`src/rtl/ram_moc_seq_if.sv`:
```
`default_nettype none
// ============================================================================
//  Module      : ram_moc_seq_if
//  Description : MOV/MOC handshake bundle between the CPU control unit and
//                the data-RAM MOC sequencer, plus beat/status outputs.
//  Revision    : 1.0 - initial release
// ============================================================================
interface ram_moc_seq_if;
    logic       MOV;       // memory operation valid, held until MOC
    logic       RW;        // 1 = read, 0 = write
    logic [1:0] SIZE;      // 00 byte, 01 half, 10 word, 11 reserved
    logic       MOC;       // memory operation complete (level)
    logic       BEAT;      // RAM lane at BEAT_IDX accessed this cycle
    logic [1:0] BEAT_IDX;  // byte lane of current beat
    logic       BUSY;      // access in flight or completed and held
    logic       SIZE_ERR;  // completion of a reserved-size access
    logic       ABORT;     // one-cycle pulse after an early MOV drop

    // Control unit side
    modport master (
        output MOV, RW, SIZE,
        input  MOC, BEAT, BEAT_IDX, BUSY, SIZE_ERR, ABORT
    );

    // Sequencer side
    modport slave (
        input  MOV, RW, SIZE,
        output MOC, BEAT, BEAT_IDX, BUSY, SIZE_ERR, ABORT
    );
endinterface
`default_nettype wire

```
`src/rtl/ram_moc_seq.sv`:
```
`default_nettype none
// ============================================================================
//  Module      : ram_moc_seq
//  Description : Memory-operation-complete sequencer for the 256x8 data RAM.
//                Splits a byte/halfword/word access into per-lane beats,
//                each lasting RD_LAT or WR_LAT cycles, then holds MOC until
//                the control unit drops MOV. Early MOV drop aborts.
//  Revision    : 1.0 - initial release
// ============================================================================
module ram_moc_seq #(
    parameter int RD_LAT = 3,   // cycles per beat for reads  (1..2^CNT_W)
    parameter int WR_LAT = 3,   // cycles per beat for writes (1..2^CNT_W)
    parameter int CNT_W  = 4    // per-beat cycle counter width
) (
    input  wire logic     CLK,
    input  wire logic     RESET,   // asynchronous, active-low
    ram_moc_seq_if.slave  bus
);

    // Latencies are stored as LAT-1 so a counter of CNT_W bits covers
    // the full legal range 1..2^CNT_W without needing an extra bit.
    localparam logic [CNT_W-1:0] C_RD_LAT_M1 = CNT_W'(RD_LAT - 1);
    localparam logic [CNT_W-1:0] C_WR_LAT_M1 = CNT_W'(WR_LAT - 1);

    typedef enum logic [1:0] {
        ST_IDLE   = 2'd0,
        ST_ACCESS = 2'd1,
        ST_DONE   = 2'd2
    } state_t;

    state_t           state_q,  state_d;
    logic [CNT_W-1:0] cnt_q,    cnt_d;     // cycle within current beat
    logic [1:0]       idx_q,    idx_d;     // current byte lane
    logic [CNT_W-1:0] lat_m1_q, lat_m1_d;  // latched latency minus one
    logic [1:0]       nb_m1_q,  nb_m1_d;   // latched beat count minus one
    logic [1:0]       size_q,   size_d;    // latched SIZE for error flag
    logic             abort_q,  abort_d;   // abort pulse for the next cycle

    // State and datapath registers; reset discards any access in flight
    always_ff @(posedge CLK or negedge RESET) begin
        if (!RESET) begin
            state_q  <= ST_IDLE;
            cnt_q    <= '0;
            idx_q    <= '0;
            lat_m1_q <= '0;
            nb_m1_q  <= '0;
            size_q   <= '0;
            abort_q  <= 1'b0;
        end else begin
            state_q  <= state_d;
            cnt_q    <= cnt_d;
            idx_q    <= idx_d;
            lat_m1_q <= lat_m1_d;
            nb_m1_q  <= nb_m1_d;
            size_q   <= size_d;
            abort_q  <= abort_d;
        end
    end

    // Next-state logic: latch the request in IDLE, walk beats in ACCESS,
    // hold completion in DONE until MOV falls
    always_comb begin
        state_d  = state_q;
        cnt_d    = cnt_q;
        idx_d    = idx_q;
        lat_m1_d = lat_m1_q;
        nb_m1_d  = nb_m1_q;
        size_d   = size_q;
        abort_d  = 1'b0;

        case (state_q)
            ST_IDLE: begin
                if (bus.MOV) begin
                    size_d   = bus.SIZE;
                    lat_m1_d = bus.RW ? C_RD_LAT_M1 : C_WR_LAT_M1;
                    case (bus.SIZE)
                        2'b00:   nb_m1_d = 2'd0;
                        2'b01:   nb_m1_d = 2'd1;
                        default: nb_m1_d = 2'd3;   // word and reserved
                    endcase
                    cnt_d   = '0;
                    idx_d   = '0;
                    state_d = ST_ACCESS;
                end
            end

            ST_ACCESS: begin
                if (!bus.MOV) begin
                    state_d = ST_IDLE;
                    abort_d = 1'b1;
                end else if (cnt_q != lat_m1_q) begin
                    cnt_d = cnt_q + CNT_W'(1);
                end else if (idx_q != nb_m1_q) begin
                    cnt_d = '0;
                    idx_d = idx_q + 2'd1;
                end else begin
                    state_d = ST_DONE;
                end
            end

            ST_DONE: begin
                if (!bus.MOV) begin
                    state_d = ST_IDLE;
                end
            end

            default: begin
                state_d = ST_IDLE;
            end
        endcase
    end

    // Outputs decoded from registered state; BEAT also gated by live MOV so
    // a lane is never strobed in the cycle the access is being abandoned
    always_comb begin
        bus.MOC      = (state_q == ST_DONE);
        bus.BUSY     = (state_q == ST_ACCESS) || (state_q == ST_DONE);
        bus.SIZE_ERR = (state_q == ST_DONE) && (size_q == 2'b11);
        bus.BEAT     = (state_q == ST_ACCESS) && (cnt_q == lat_m1_q) && bus.MOV;
        bus.BEAT_IDX = (state_q == ST_ACCESS) ? idx_q : 2'd0;
        bus.ABORT    = abort_q;
    end

endmodule
`default_nettype wire

```
`src/flat_wrapper.sv`:
```
// flat-port wrapper written by rule: the top's interface ports become plain ports
module ram_moc_seq_flat 
#(
    parameter int RD_LAT = 3,                                             
    parameter int WR_LAT = 3,                                             
    parameter int CNT_W  = 4                                   
)
  (CLK, RESET, bus_MOV, bus_RW, bus_SIZE, bus_MOC, bus_BEAT, bus_BEAT_IDX, bus_BUSY, bus_SIZE_ERR, bus_ABORT);
  ram_moc_seq_if bus_i ();
  input  wire logic CLK;
  input  wire logic RESET;
  input wire logic [$bits(bus_i.MOV)-1:0] bus_MOV;
  input wire logic [$bits(bus_i.RW)-1:0] bus_RW;
  input wire logic [$bits(bus_i.SIZE)-1:0] bus_SIZE;
  output wire logic [$bits(bus_i.MOC)-1:0] bus_MOC;
  output wire logic [$bits(bus_i.BEAT)-1:0] bus_BEAT;
  output wire logic [$bits(bus_i.BEAT_IDX)-1:0] bus_BEAT_IDX;
  output wire logic [$bits(bus_i.BUSY)-1:0] bus_BUSY;
  output wire logic [$bits(bus_i.SIZE_ERR)-1:0] bus_SIZE_ERR;
  output wire logic [$bits(bus_i.ABORT)-1:0] bus_ABORT;
  assign bus_i.MOV = bus_MOV;
  assign bus_i.RW = bus_RW;
  assign bus_i.SIZE = bus_SIZE;
  assign bus_MOC = bus_i.MOC;
  assign bus_BEAT = bus_i.BEAT;
  assign bus_BEAT_IDX = bus_i.BEAT_IDX;
  assign bus_BUSY = bus_i.BUSY;
  assign bus_SIZE_ERR = bus_i.SIZE_ERR;
  assign bus_ABORT = bus_i.ABORT;
  ram_moc_seq #(.RD_LAT(RD_LAT), .WR_LAT(WR_LAT), .CNT_W(CNT_W)) u_core (.CLK(CLK), .RESET(RESET), .bus(bus_i));
endmodule
```
`config.mk`:
```
export PLATFORM = sky130hd
export DESIGN_NAME = ram_moc_seq_flat
export DESIGN_NICKNAME = d
export VERILOG_FILES = /design/src/rtl/ram_moc_seq_if.sv /design/src/rtl/ram_moc_seq.sv /design/src/flat_wrapper.sv
export SDC_FILE = /design/constraint.sdc
export NUM_CORES = 1
export LEC_CHECK = 0
export BUFFER_PORTS_ARGS = -buffer_cell sky130_fd_sc_hd__buf_2
export CAP_MARGIN = 0
export CORE_MARGIN = 2
export CORE_UTILIZATION = 51
export CTS_CLUSTER_DIAMETER = 40
export CTS_CLUSTER_SIZE = 40
export DETAILED_ROUTE_END_ITERATION = 10
export MAX_ROUTING_LAYER = met4
export PLACE_DENSITY = 0.7
export SETUP_SLACK_MARGIN = 0.2
export SLEW_MARGIN = 10
export SYNTH_ARGS = -nofsm -noshare
export SYNTH_HDL_FRONTEND = slang
export SYNTH_SLANG_ARGS = --single-unit
```
`constraint.sdc`:
```
create_clock -name CLK -period 4.4 [get_ports CLK]
set_input_delay 0.66 -clock CLK [delete_from_list [all_inputs] [get_ports CLK]]
set_output_delay 0.66 -clock CLK [all_outputs]
set_load 0.005 [all_outputs]
```
-- After elaboration in Yosys (flattened, before gate mapping)
Cells that the tools add are included.
- input port bits: 6
- ROM bits: 0
- RAM bits: 0
- flip-flop bits (word level): 14
- memories: 0
- latch bits: 0
- output and inout bits: 7
- bitwise gates (word level): 0
- $add $sub $neg: 2
- muxes and demuxes: 20
- multiply operators: 0
- divide/modulo/power cells: 0
- $lt $le $gt $ge: 0
- equal/unequal tests: 15
- reductions and logical operators: 11
- shifts and indexed selects: 0
- operator list (operator ; number):
    2-bit 2-to-1 mux ; 10
    4-bit 2-to-1 mux ; 4
    2-bit != test (second input constant) ; 4
    2-bit case mux with 2 select lines ; 2
    4-bit case mux with 2 select lines ; 1
    4-bit AND reduction ; 2
    3-bit != test (second input constant) ; 2
    2-bit case mux with 3 select lines ; 1
    5-bit AND reduction ; 1
    4-bit by 1-bit adder with 4-bit output (second input constant) ; 1
    2-bit by 1-bit equality test with 1-bit output (second input constant) ; 2
    2-bit equality test (second input constant) ; 2
    4-bit by 2-bit equality test with 1-bit output ; 1
    2-bit zero test ; 2
    4-bit by 2-bit != test with 1-bit output ; 1
    1-bit logical AND ; 3
    3-bit by 1-bit != test with 1-bit output (second input constant) ; 1
    2-bit by 1-bit adder with 2-bit output (second input constant) ; 1
    1-bit 2-to-1 mux ; 2
    2-bit by 1-bit != test with 1-bit output (second input constant) ; 1
    2-bit != test ; 1
    2-bit AND reduction ; 1
    2-bit nonzero test ; 1
    1-bit logical OR ; 1

-- Depth between registers and ports, before layout
- depth in word-level cells: 5
- depth in mapped cells: 6
- mapped depth without buffers: 6

-- Worst setup path after synthesis
No wires, ideal clock.
- path type: reg2out
- start point: register u_core.cnt_q[2]
- end point: output port bus_BEAT
- data arrival time: 1.016 ns
- path slack: 2.724 ns
- stages on the path, launching flop included: 4
- path through: dfrtp_1 -> nor3_4 -> and2_1 -> and3_1
- cells in the longest elaborated chain, start to end: 3
- ends and longest elaborated chain (item ; line ; RTL):
    start: declaration ; ram_moc_seq.sv:32 ; logic [CNT_W-1:0] cnt_q, cnt_d;
    start signal: assignment ; ram_moc_seq.sv:51 ; cnt_q <= cnt_d;
    4-bit by 2-bit equality test with 1-bit output ; ram_moc_seq.sv:119 ; bus.BEAT = (state_q == ST_ACCESS) && (cnt_q == lat_m1_q) && bus.MOV;
    1-bit logical AND (2 in a row) ; ram_moc_seq.sv:119 ;
    end: declaration ; flat_wrapper.sv:16 ; output wire logic [$bits(bus_i.BEAT)-1:0] bus_BEAT;
No other way between the ends.

-- Worst setup path after layout
- start point: register u_core.state_q[1]
- end point: output port bus_BEAT
- cells in the longest elaborated chain, start to end: 3
- ends and longest elaborated chain (item ; line ; RTL):
    start: declaration ; ram_moc_seq.sv:31 ; state_t state_q, state_d;
    start signal: assignment ; ram_moc_seq.sv:50 ; state_q <= state_d;
    2-bit by 1-bit equality test with 1-bit output ; ram_moc_seq.sv:119 ;
    1-bit logical AND (2 in a row) ; ram_moc_seq.sv:119 ;
No other way between the ends.

==> flow_summary.toml <==
[synthesis]
synth_compound_area_frac = 0.2243
synth.largest_area_cell = "dfrtp_1"
synth_top_family_by_area = "compound AO/OA/AOI/OAI gates"
synth.area.top_cells = "dfrtp_1 (43%), ha_1 (6.1%), a22o_1 (4.3%)"
avgSynthCellArea_um2 = 10.72
syn_area_um2 = 814.5
yosysWarningCount = 0
synthSimpleGateAreaFrac = 0.1720
yosys.cell_types.count = 38
muxShareOfSynthArea = 0.02765
ys_ff_latch = 14
synth_adder_area_share = 0.06144
syn-num-nets = 86
synth_top_area_frac = 0.4301
syn_inst = 76
ys_seq_area_frac = 0.4301
synth-xor-area-share = 0.05069

[placement]
dp_slack_ns = 2.469
dp_hpwl_um = 1072
place_congestion = 0.7276
port_buffers = 11

[run_status]
outcome = "finished clean"

[grt]
grt_max_degree = 15
grt_usage = 0.1940
antenna_found_initial = 0
grt_pass1_vias = 618
grt_pass1_wl_um = 2615
grt_overflow_total = 0

[worst_setup_path]
crit_path_end_kind = "output port"
worstSetupStartpointType = "flop"
path_cells = "inv_1 > ha_1 > and3_1 > buf_2"
crit_path_max_incr_delay_ns = 0.43
cpMaxStageDelayCell = "ha_1"
path_class = "reg -> out"
worst-path-max-fanout = 14
arrival_ns = 1.55
required_ns = 3.74

[die]
num_rows = 14
io_pins = 13
fp.dieW_um = 43.97
die_h_um = 43.97
start_util = 0.5407
core_um2 = 1506
die_area_um2 = 1933

[final_layout]
drive_gt1_frac = 0.2386
area_growth_pct = 10.45
antenna_cells = 0
num-nets-final = 100

[timing]
relSlewSlack = 0.7104
final_max_slew_viol_count = 0
worst_slew_pin_slew_ns = 0.4234
rsz0062_at_grt = "false"
finClkSkew_ns = 0.007654
setup_viol = 0
finalCriticalPeriod_ns = 2.210
period_share = 0.5023
fmax_mhz = 452.4
tns_ns = 0
setup_slack_ns = 2.190
hold_viol = 0

[cts]
cts-root-buf = "clkbuf_4"
cts_hold_buf = 0
clk_pin_slew_worst_paths_ns = 0.08
cts-resized-gates = 0
h-tree-depth = 1
numClockSinks = 14
cts_tree = "done"
cts_setup_buffers = 0
clock_latency_ns = 0.28
numCtsBuffers = 3
clock_path_buffers = 2

[drt]
firstDrtPassIters = 4
postRouteAntennaNets = 0
num_vias = 606
drt-initial-drc-count = 7
vias_per_cell = 5.827
drc_errors = 0
wirelength_um = 1447
wl_per_cell_um = 13.91

[power]
powerDensity_nw_per_um2 = 598.9
vdd_ir_drop_max_mv = 0.2914
leakage_nw = 0.4566

[hold_path]
hold_path.class = "in -> async"

[run]
drv_cap = 0
-- power breakdown --
part	internal, W	total, W	switching (W)	leakage (nW)
Clock	0.0000318	0.0000704	0.0000387	0.0138
Sequential	0.000174	0.000222	0.0000482	0.177
Combinational	0.000111	0.000246	0.000135	0.266
Total	0.000317	0.000539	0.000222	0.457
-- synthesized netlist by cell type --
master and count:
nor3_4 1, dfrtp_1 14, o211ai_2 1, nand3_1 2
o21ai_0 2, a21o_1 4, nor4b_1 1, nor2b_1 1
o21ai_2 1, xor2_2 1, nor2_1 3, ha_1 4
mux2_2 1, o2111ai_1 1, or4_1 1, a22o_1 4
o31ai_1 1, clkbuf_2 1, a21boi_0 1, and3_1 3
and2_1 2, inv_1 4, a21oi_1 2, buf_4 1
a221o_1 1, nand2b_1 1, mux2_1 1, xor2_1 1
a2111oi_0 1, o21a_1 1, xnor2_2 1, nand2_1 6
a211oi_1 1, and2_2 1, nor3_1 1, nor3b_1 1
a32o_1 1, o311ai_0 1
-- metrics by stage --
step           hold slack [ns]  std cells  instance area [um^2]  total power, W    util
2_1_floorplan           0.3644         76                 814.5       0.0004140       -
4_1_cts                 0.2685        104                 899.6       0.0005457  0.5972
5_1_grt                 0.2828        104                 899.6       0.0005866  0.5972
6_report                0.2560        104                 899.6       0.0005388  0.5972
3_5_place_dp            0.5024        101                 877.1       0.0004747  0.5822
3_3_place_gp            0.4564        101                 877.1       0.0004624  0.5822
-- registers in the layout, indices dropped and copies added, names as in the netlist --
register	flops
u_core.bus.ABORT	1
u_core.cnt_q	4
u_core.idx_q	2
u_core.lat_m1_q	1
u_core.nb_m1_q	2
u_core.size_q	2
u_core.state_q	2
-- kinds of logic (layout without fill, tap and decap cells) --
kind of cell	count (synthesis)	count (layout)
fa+ha+maj	4	4
xor+xnor	3	3
flops	14	14
compound gates	23	23
simple gates	24	24
buf+inv	6	18
mux	2	2
-- per-layer routing --
layer  track usage  up-vias  part of all wire
met5             -        -                 0
met4       0.07273        0             0.014
met3       0.06250        4             0.042
met2        0.3088       12              0.50
met1        0.2269      284              0.44
li1              -      306                 -
-- critical path: cells and delay by family (launching register included) --
family        cells  cell delay, ns
fa+ha+maj         1            0.43
flops             1            0.41
simple gates      1            0.23
buf+inv           2            0.21
-- area by class of cell --
type | count | area [um^2]
fill | 133 | 606.8
multi-input combinational | 56 | 436.7
sequential | 14 | 350.3
timing repair buffer | 11 | 55.05
clock buffer | 3 | 22.52
tap | 16 | 20.02
inverter | 4 | 15.01
-- placed cells by master (no fill, tap or decap), drive strengths merged, types with 2 or more instances in the layout --
master	synthesis	final
a22o	4	4
a21oi	2	2
o21ai	3	3
nand3	2	2
mux2	2	2
and2	3	3
buf	1	11
inv	4	4
clkbuf	1	3
xor2	2	2
and3	3	3
nor2	3	3
nand2	6	6
nor3	2	2
dfrtp	14	14
ha	4	4
a21o	4	4
-- path summary, 6_finish.rpt --
path,from,slack (ns),to,cells past startpoint
setup reg to reg,u_core.state_q[1],2.46,u_core.cnt_q[2],6
setup / recovery,u_core.state_q[1],2.19,bus_BEAT,4
hold / removal,RESET,0.26,u_core.bus.ABORT,1
hold reg to reg,u_core.size_q[1],0.51,u_core.size_q[1],1
min in group CLK,u_core.size_q[1],0.51,u_core.size_q[1],1
max in group asynchronous,RESET,3.90,u_core.state_q[1],1
Note: power is estimated with default switching activity, not from simulation.
